File: src/rtl/perceptron_pkg.sv
// ----------------------------------------------------------------------------
// perceptron_pkg : shared display states, segment codes and class limits
// Rev 1.0
// ----------------------------------------------------------------------------
`default_nettype none

package perceptron_pkg;

  typedef logic [1:0] state_t;

  localparam state_t ST_BLANK = 2'd0;
  localparam state_t ST_SHOW  = 2'd1;
  localparam state_t ST_ERR   = 2'd2;

  localparam logic [6:0] SEG_BLANK = 7'h00;
  localparam logic [6:0] SEG_DASH  = 7'h40;
  localparam logic [3:0] CLASS_MAX = 4'd9;

  // Segment order {g,f,e,d,c,b,a}, active high
  localparam logic [6:0] SEG_DIGIT [0:9] = '{
    7'h3F, 7'h06, 7'h5B, 7'h4F, 7'h66, 7'h6D, 7'h7D, 7'h07, 7'h7F, 7'h6F
  };

  function automatic logic [6:0] digit_seg(input logic [3:0] d);
    if (d <= CLASS_MAX) return SEG_DIGIT[d];
    return SEG_BLANK;
  endfunction

endpackage

`default_nettype wire

File: src/rtl/tick_prescaler.sv
// ----------------------------------------------------------------------------
// tick_prescaler : one-cycle tick every TICK_COUNT enabled clocks
// Rev 1.0
// ----------------------------------------------------------------------------
`default_nettype none

module tick_prescaler #(
  parameter logic [23:0] TICK_COUNT = 24'd10_000_000
) (
  input  logic clk,
  input  logic rst_n,
  input  logic ena,
  output logic tick
);

  logic [23:0] r_cnt;
  logic        w_wrap;

  assign w_wrap = (r_cnt == TICK_COUNT - 24'd1);
  assign tick   = ena & w_wrap;

  always_ff @(posedge clk or negedge rst_n) begin
    if (!rst_n) begin
      r_cnt <= 24'd0;
    end else if (ena) begin
      r_cnt <= w_wrap ? 24'd0 : r_cnt + 24'd1;
    end
  end

endmodule

`default_nettype wire

File: src/rtl/class_display_filter.sv
// ----------------------------------------------------------------------------
// class_display_filter : debounces the class code and drives a 7-seg digit
// Rev 1.0
// ----------------------------------------------------------------------------
`default_nettype none

module class_display_filter
  import perceptron_pkg::*;
#(
  parameter logic [23:0] TICK_COUNT   = 24'd10_000_000,
  parameter int          STABLE_TICKS = 3
) (
  input  logic       clk,
  input  logic       rst_n,
  input  logic       ena,
  input  logic [3:0] class_in,
  output logic [6:0] seg_out,
  output logic       dp_out,
  output logic [3:0] class_q,
  output logic       change_pulse
);

  localparam logic [3:0] c_STABLE = STABLE_TICKS[3:0];

  logic       w_tick;
  logic [3:0] r_cand;
  logic [3:0] r_stab;
  state_t     r_state;
  logic       r_blink;
  logic [3:0] r_class;
  logic       r_pulse;
  logic [6:0] r_seg;
  logic       r_dp;

  logic [3:0] w_stab_nxt;
  logic       w_stable;
  state_t     w_state_nxt;
  logic       w_blink_nxt;
  logic [3:0] w_class_nxt;
  logic       w_pulse_nxt;
  logic [6:0] w_seg_nxt;
  logic       w_dp_nxt;

  tick_prescaler #(.TICK_COUNT(TICK_COUNT)) u_prescaler (
    .clk   (clk),
    .rst_n (rst_n),
    .ena   (ena),
    .tick  (w_tick)
  );

  // Zero reset values let the first tick load cand naturally, even for class 0
  assign w_stab_nxt = (class_in != r_cand) ? 4'd1 :
                      (r_stab == c_STABLE) ? c_STABLE : r_stab + 4'd1;
  assign w_stable   = w_tick && (w_stab_nxt == c_STABLE);

  always_comb begin
    w_state_nxt = r_state;
    w_blink_nxt = r_blink;
    w_class_nxt = r_class;
    w_pulse_nxt = 1'b0;
    if (w_tick && (r_state == ST_ERR)) w_blink_nxt = ~r_blink;
    if (w_stable) begin
      if (class_in <= CLASS_MAX) begin
        w_state_nxt = ST_SHOW;
        if ((r_state != ST_SHOW) || (class_in != r_class)) begin
          w_class_nxt = class_in;
          w_pulse_nxt = 1'b1;
        end
      end else begin
        w_state_nxt = ST_ERR;
        if (r_state != ST_ERR) w_blink_nxt = 1'b0;
      end
    end
  end

  // Outputs are encoded from next-state so they land one clock after the tick
  always_comb begin
    w_seg_nxt = SEG_BLANK;
    w_dp_nxt  = 1'b0;
    case (w_state_nxt)
      ST_SHOW: begin
        w_seg_nxt = digit_seg(w_class_nxt);
        w_dp_nxt  = 1'b1;
      end
      ST_ERR:  w_seg_nxt = w_blink_nxt ? SEG_BLANK : SEG_DASH;
      default: w_seg_nxt = SEG_BLANK;
    endcase
  end

  always_ff @(posedge clk or negedge rst_n) begin
    if (!rst_n) begin
      r_cand  <= 4'd0;
      r_stab  <= 4'd0;
      r_state <= ST_BLANK;
      r_blink <= 1'b0;
      r_class <= 4'd0;
      r_pulse <= 1'b0;
      r_seg   <= SEG_BLANK;
      r_dp    <= 1'b0;
    end else if (ena) begin
      if (w_tick) begin
        r_cand <= class_in;
        r_stab <= w_stab_nxt;
      end
      r_state <= w_state_nxt;
      r_blink <= w_blink_nxt;
      r_class <= w_class_nxt;
      r_pulse <= w_pulse_nxt;
      r_seg   <= w_seg_nxt;
      r_dp    <= w_dp_nxt;
    end else begin
      r_pulse <= 1'b0;
    end
  end

  assign seg_out      = r_seg;
  assign dp_out       = r_dp;
  assign class_q      = r_class;
  assign change_pulse = r_pulse;

endmodule

`default_nettype wire

File: config.mk
export PLATFORM = sky130hd
export DESIGN_NAME = class_display_filter
export DESIGN_NICKNAME = d
export VERILOG_FILES = /design/src/rtl/perceptron_pkg.sv /design/src/rtl/tick_prescaler.sv /design/src/rtl/class_display_filter.sv
export SDC_FILE = /design/constraint.sdc
export NUM_CORES = 1
export LEC_CHECK = 0
export ABC_AREA = 1
export CORE_AREA = 2 2 77 79
export DETAILED_ROUTE_END_ITERATION = 16
export DIE_AREA = 0 0 79 81
export PLACE_DENSITY = 0.73
export SETUP_SLACK_MARGIN = 0.05
export SKIP_LAST_GASP = 1
export SYNTH_ARGS = -nofsm -noshare
export SYNTH_HDL_FRONTEND = slang
export SYNTH_SLANG_ARGS = --single-unit
File: constraint.sdc
create_clock -name clk -period 2.73 [get_ports clk]
set_input_delay 0.819 -clock clk [delete_from_list [all_inputs] [get_ports clk]]
set_output_delay 0.819 -clock clk [all_outputs]
set_load 0.005 [all_outputs]
**Word-level counts from Yosys, hierarchy flattened**

Memories as Yosys holds them, arrays and structs flattened.
Cells that the tools add are included.

- Bits in registers: 48
- ROM bits: 112
- Bits of input ports: 7
- Output and inout bits: 13
- Logic and storage cells: 57
- Memories kept: 1

Memory list:

| name | depth | width | read ports | clocked after memory_dff | write ports | line | RTL |
|---|---|---|---|---|---|---|---|
| (name not given) | 16 | 7 | 1 | 0 | 0 | perceptron_pkg.sv:25 | `if (d <= CLASS_MAX) return SEG_DIGIT[d];` |

- Add/subtract/negate cells: 2
- Order comparisons: 3
- Eq/ne operators: 10
- Multiplexer cells: 25
- Bitwise logic cells: 3
- Reductions and logical operators: 4

Operators with widths:

| cell | number |
|---|---|
| $mux W7 | 5 |
| $add A24 B1 Y24 const B | 1 |
| $eq A24 B24 Y1 const B | 1 |
| $mux W24 | 1 |
| $mux W4 | 5 |
| $pmux W7 S2 | 1 |
| $mux W1 | 11 |
| $eq A4 B2 Y1 const B | 2 |
| $le A4 B4 Y1 const B | 2 |
| $ne A4 B4 Y1 | 2 |
| $ge A5 B5 Y1 const B | 1 |
| $not A4 Y5 | 1 |
| $add A4 B1 Y4 const B | 1 |
| $eq A2 B2 Y1 const B | 2 |
| $mux W2 | 2 |
| $eq A2 B1 Y1 const B | 1 |
| $logic_and A1 B1 Y1 | 2 |
| $ne A2 B1 Y1 const B | 1 |
| $ne A2 B2 Y1 const B | 1 |
| $reduce_and A2 Y1 | 1 |
| $and A1 B1 Y1 | 1 |
| $logic_or A1 B1 Y1 | 1 |
| $not A1 Y1 | 1 |

**Depth between registers and ports, before layout**

Gate-level depths: netlist of the first run.

- Depth in word-level cells: 13
- Depth in mapped cells: 20
- Gate-level depth less buffers: 20

**Modules after synthesis**

A second synthesis of the first run with hierarchy kept.

- Cell total of the unflattened synthesis: 437
- Area total of the unflattened synthesis: 3109.2 um^2

Modules (own cells, without submodules):

| module | times used | cells each | area each (um^2) | seq. area each (um^2) |
|---|---|---|---|---|
| class_display_filter | 1 | 217 | 1566.5 | 600.6 |
| tick_prescaler | 1 | 220 | 1542.7 | 600.6 |

**Least setup slack after synthesis of the first run**

OpenSTA, ideal clock, no wires.

- Path type: in2reg
- Start point: input port class_in[0]
- End point: register r_seg[1], in the netlist seg_out[1]
- Setup time: 116 ps
- Arrival: 2506 ps
- Data required time: 2614 ps
- Slack: 108 ps
- Stages on the path: 19
- Path buffers: 0
- Path through: inv_1 nand2_1 nand2_1 nand3_1 nor2_1 o21ai_1 nand3_4 nand2_1 o21ai_1 inv_1 ha_1 inv_1 nand2_1 nand3_2 nand2_2 nand2_2 inv_2 nand2_1 nand2_1

- Word-level cells in the longest chain between the ends: 12
- Elaborated cells between the ends (all ways): 24
- Classes of those cells: order compare: 2; eq/ne: 5; mux: 13; bitwise: 1; reduce/logical: 2; memory: 1

Ends and longest elaborated chain:

| element | line | RTL |
|---|---|---|
| start: declaration | class_display_filter.sv:16 | `input logic [3:0] class_in,` |
| $ne A4 B4 Y1, on equally long branches | class_display_filter.sv:52, class_display_filter.sv:65 |  |
| $mux W4 or $logic_or A1 B1 Y1 (tied branches) | class_display_filter.sv:52, class_display_filter.sv:65 |  |
| $eq A4 B2 Y1 or $mux W4 (tied branches) | class_display_filter.sv:54, class_display_filter.sv:65 |  |
| $logic_and A1 B1 Y1 or $mux W4 (tied branches) | class_display_filter.sv:54, class_display_filter.sv:63 |  |
| $mux W4 (*) | class_display_filter.sv:62 | `if (w_stable) begin` |
| named net w_class_nxt[0] | class_display_filter.sv:39 | `logic [3:0] w_class_nxt;` |
| $not A4 Y5 (implied by the code) | perceptron_pkg.sv:25 |  |
| $mem_v2 Z16 W7 | n/a |  |
| $mux W7 (implied by the code) (2 in a row) | perceptron_pkg.sv:25 |  |
| $mux W7 | perceptron_pkg.sv:25 |  |
| $mux W7 (*) | perceptron_pkg.sv:26 | `return SEG_BLANK;` |
| $pmux W7 S2 (*) | class_display_filter.sv:80 | `case (w_state_nxt)` |
| end signal: assignment | class_display_filter.sv:109 | `r_seg <= w_seg_nxt;` |
| end: declaration | class_display_filter.sv:32 | `logic [6:0] r_seg;` |

Mark *: on every way through the listed nets, which the timed path passes. The rest lies on a longest branch. The select of a mux whose other input is x is not followed.
A chain may end at the register's enable or synchronous reset.

**Worst setup path in the final report of the first run**

- Start point: input port class_in[3]
- End point: register r_seg[6], in the netlist seg_out[6]

The elaborated chain is that of the path after synthesis.

==> results of run 1 <==
[worst paths after layout]
kind,to,cells after the start
worst min register to register,dp_out,2
min in group clk,dp_out,2
max in group asynchronous,u_prescaler.r_cnt[22],2
worst max register to register,seg_out[6],18
worst max-delay path,seg_out[6],18
worst min-delay path,u_prescaler.r_cnt[20],1
[power by group]
group	internal, mW	switching (mW)
Clock	0.175	0.241
Sequential	0.780	0.0753
Combinational	0.139	0.219
Total	1.09	0.535
[critical path, cell delays in order]
cell and delay (ns):
dlygate4sd2_1 0.23, inv_1 0.06, buf_4 0.15, nor2_2 0.19
nand2_1 0.07, o21ai_0 0.09, inv_1 0.12, o21ai_4 0.20
inv_1 0.09, ha_1 0.20, inv_1 0.07, nand2_1 0.06
nand3_2 0.08, nand2_2 0.05, nand2_2 0.07, inv_2 0.05
nand2_1 0.06, nand2_1 0.04
[layout make-up]
cell class / instances / area share
timing repair buffer: 60 / 0.1340
clock inverter: 1 / 0.001374
sequential: 48 / 0.3298
inverter: 71 / 0.07317
tap: 75 / 0.02576
clock buffer: 6 / 0.01992
multi-input combinational: 288 / 0.4160
[sequential cells by signal, indices dropped and copies added (netlist names)]
| name | cells |
|---|---|
| class_q | 4 |
| dp_out | 1 |
| r_state | 2 |
| r_stab | 4 |
| seg_out | 7 |
| change_pulse | 1 |
| r_cand | 4 |
| r_blink | 1 |
| u_prescaler.r_cnt | 24 |
[stage by stage]
stage / setup WS (ns) / instances / hold WS (ns) / cell area (µm²) / util
2_1_floorplan: 0.1075 / 411 / 0.4654 / 2952 / -
3_3_place_gp: -0.3694 / 542 / 0.4578 / 3520 / 0.6202
3_5_place_dp: -0.4921 / 542 / 0.4662 / 3520 / 0.6202
4_1_cts: 0.06480 / 549 / 0.4798 / 3621 / 0.6380
5_1_grt: 0.04864 / 549 / 0.5085 / 3642 / 0.6418
6_report: 0.2158 / 549 / 0.4623 / 3642 / 0.6418
[timing repair]
item | 4_1_cts | 5_1_grt
cloned | 0 | 0
gates resized for setup | 13 | 13
setup endpoints to repair | 7 | 7
pin swaps | 4 | 5
[routing by layer]
layer  GRT usage  part of all wire
met1      0.2989              0.46
met2      0.4136              0.49
met3     0.03889             0.029
met4     0.07241             0.013
met5           0                 0
[logic make-up after synthesis]
family | after synthesis
adders and majority gates | 9
buffers and inverters | 75
and+or+nand+nor | 226
DFF | 48
xor gates and xnor gates | 8
AOI/OAI and AO/OA | 45
[cells in the final DEF, fill, tap and decap left out, types with 2 or more instances in the layout]
cell and count:
nor4_1 4, nand4_1 12, dlygate4sd2_1 2, nand2_1 103
dfrtp_1 48, nor3_1 7, inv_1 61, a221oi_1 2
nor2_1 42, clkbuf_8 5, inv_2 10, clkdlybuf4s50_1 13
o21ai_2 2, nand2_4 4, nand3_2 2, o22ai_1 2
nand2_2 8, o21ai_1 2, nor2_4 3, ha_1 9
nor2_2 10, o21ai_0 20, a21oi_1 12, buf_4 41
xor2_1 7, nand3_1 28
==> results.sh, run 1 <==
export IMPL_drcViolationCount=0
export IMPL_tns_ns=0
export IMPL_syn_inst=411
export IMPL_finalSetupViolations=0
export IMPL_io_buffer_count=19
export IMPL_start_util=0.5201
export IMPL_clock_path_buffers=2
export IMPL_cts_buffers=5
export IMPL_async_reset_ff_frac=1.000
export IMPL_die_area_um2=6399
export IMPL_synth_edf_count=0
export IMPL_drv_slew=0
export IMPL_antenna_found_initial=0
export IMPL_htreeDepth=2
export IMPL_die_h_um=81
export IMPL_synthSimpleGateAreaFrac=0.3497
export IMPL_startpoint="class_in[3]"
export IMPL_grt_use_total=0.2354
export IMPL_grt_max_degree=23
export IMPL_grt_pass1_wl_mm=11.89
export IMPL_syn_area_um2=2952
export IMPL_total_power_mw=1.629
export IMPL_io_pin_count=20
export IMPL_postRouteAntennaNets=0
export IMPL_r2r_start="u_prescaler.r_cnt[0]"
export IMPL_yosys_warnings=0
export IMPL_powerDensity_nw_per_um2=447.3
export IMPL_grt_pass1_vias=2685
export IMPL_p_leak_nw=1.902
export IMPL_fin_skew_ns=0.004901
export IMPL_drv_cap=0
export IMPL_cts_tree="yes"
export IMPL_r2r_slack_ns=0.34
export IMPL_insertion_delay_ns=0.31
export IMPL_clock_sinks=48
export IMPL_min_period_over_period=0.9209
export IMPL_synthTopCellsByCount="105 x nand2_1, 63 x inv_1, 50 x nor2_1"
export IMPL_dpl_hpwl_mm=5.314
export IMPL_postCtsSetupBuffers=0
export IMPL_dr_pass1_iters=4
export IMPL_synth_most_common_cell="nand2_1"
export IMPL_synth_top_family_by_area="simple AND/OR/NAND/NOR gates"
export IMPL_antenna_cells=0
export IMPL_syn_mean_instance_area_um2=7.181
export IMPL_synth_top_cell_area_share=0.4070
export IMPL_synth_cell_types=32
export IMPL_num_fill_cells=525
export IMPL_synth_top_cell_by_area="dfrtp_1"
export IMPL_min_period_ns=2.514
export IMPL_ys_flop_type="dfrtp_1"
export IMPL_synth_area_leaders="dfrtp_1 41%, nand2_1 13%, inv_1 8.0%"
export IMPL_syn_nets=427
export IMPL_synth_fa_ha_area_frac=0.03815
export IMPL_cts_root_buf="clkbuf_8"
export IMPL_overflow=0
export IMPL_critPathArrivalTime_ns=2.72
export IMPL_routed_wl_mm=6.838
export IMPL_cp_start_kind="input pin"
export IMPL_post_drt_wl_per_cell_um=12.46
export IMPL_crit_fanout=5
export IMPL_synthToLayoutAreaGrowth_pct=23.40
export IMPL_clk_transition_reported_paths_ns=0.09
export IMPL_vdd_ir_drop_max_mv=0.2725
export IMPL_rows=28
export IMPL_seqCellArea_um2=1201
export IMPL_status="complete, no violations"
export IMPL_coreArea_um2=5675
export IMPL_synth_seq_cells=48
export IMPL_vias_per_cell=5.075
export IMPL_worstPathRequired_ns=2.94
export IMPL_vias=2786
export IMPL_fmax_mhz=397.7
export IMPL_hold_viol=0
export IMPL_worstMarginPinSlew_ns=0.4959
export IMPL_critPathCaptureType="flip-flop"
export IMPL_hold_buffers=0
export IMPL_drtIter0Drc=164
export IMPL_path_class="in -> reg"
export IMPL_synth_compound_area_frac=0.08478
export IMPL_rsz0062_at_grt="no"
export IMPL_dieWidth_um=79
export IMPL_relSlewSlack=0.6694
export IMPL_synthXorXnorAreaFrac=0.02374
export IMPL_synthMuxAreaShare=0
export IMPL_synth_seq_area_share=0.4070
export IMPL_drive_gt1_frac=0.1920
export IMPL_multiInputGateArea_um2=1515
export IMPL_hold_path_class="in -> async"
export IMPL_fin_nets=490
export IMPL_gp_congestion=0.9416
No activity file was read; power rests on OpenSTA's default activity.
==> inputs of run 2 (changes only) <==
--- a/config.mk
+++ b/config.mk
@@ -12,6 +12,7 @@
 export PLACE_DENSITY = 0.73
 export SETUP_SLACK_MARGIN = 0.05
 export SKIP_LAST_GASP = 1
+export SLEW_MARGIN = 10
 export SYNTH_ARGS = -nofsm -noshare
 export SYNTH_HDL_FRONTEND = slang
 export SYNTH_SLANG_ARGS = --single-unit
==> results of run 2 <==
Same layout as run 1: the final DEF is identical, and so are final timing and power.
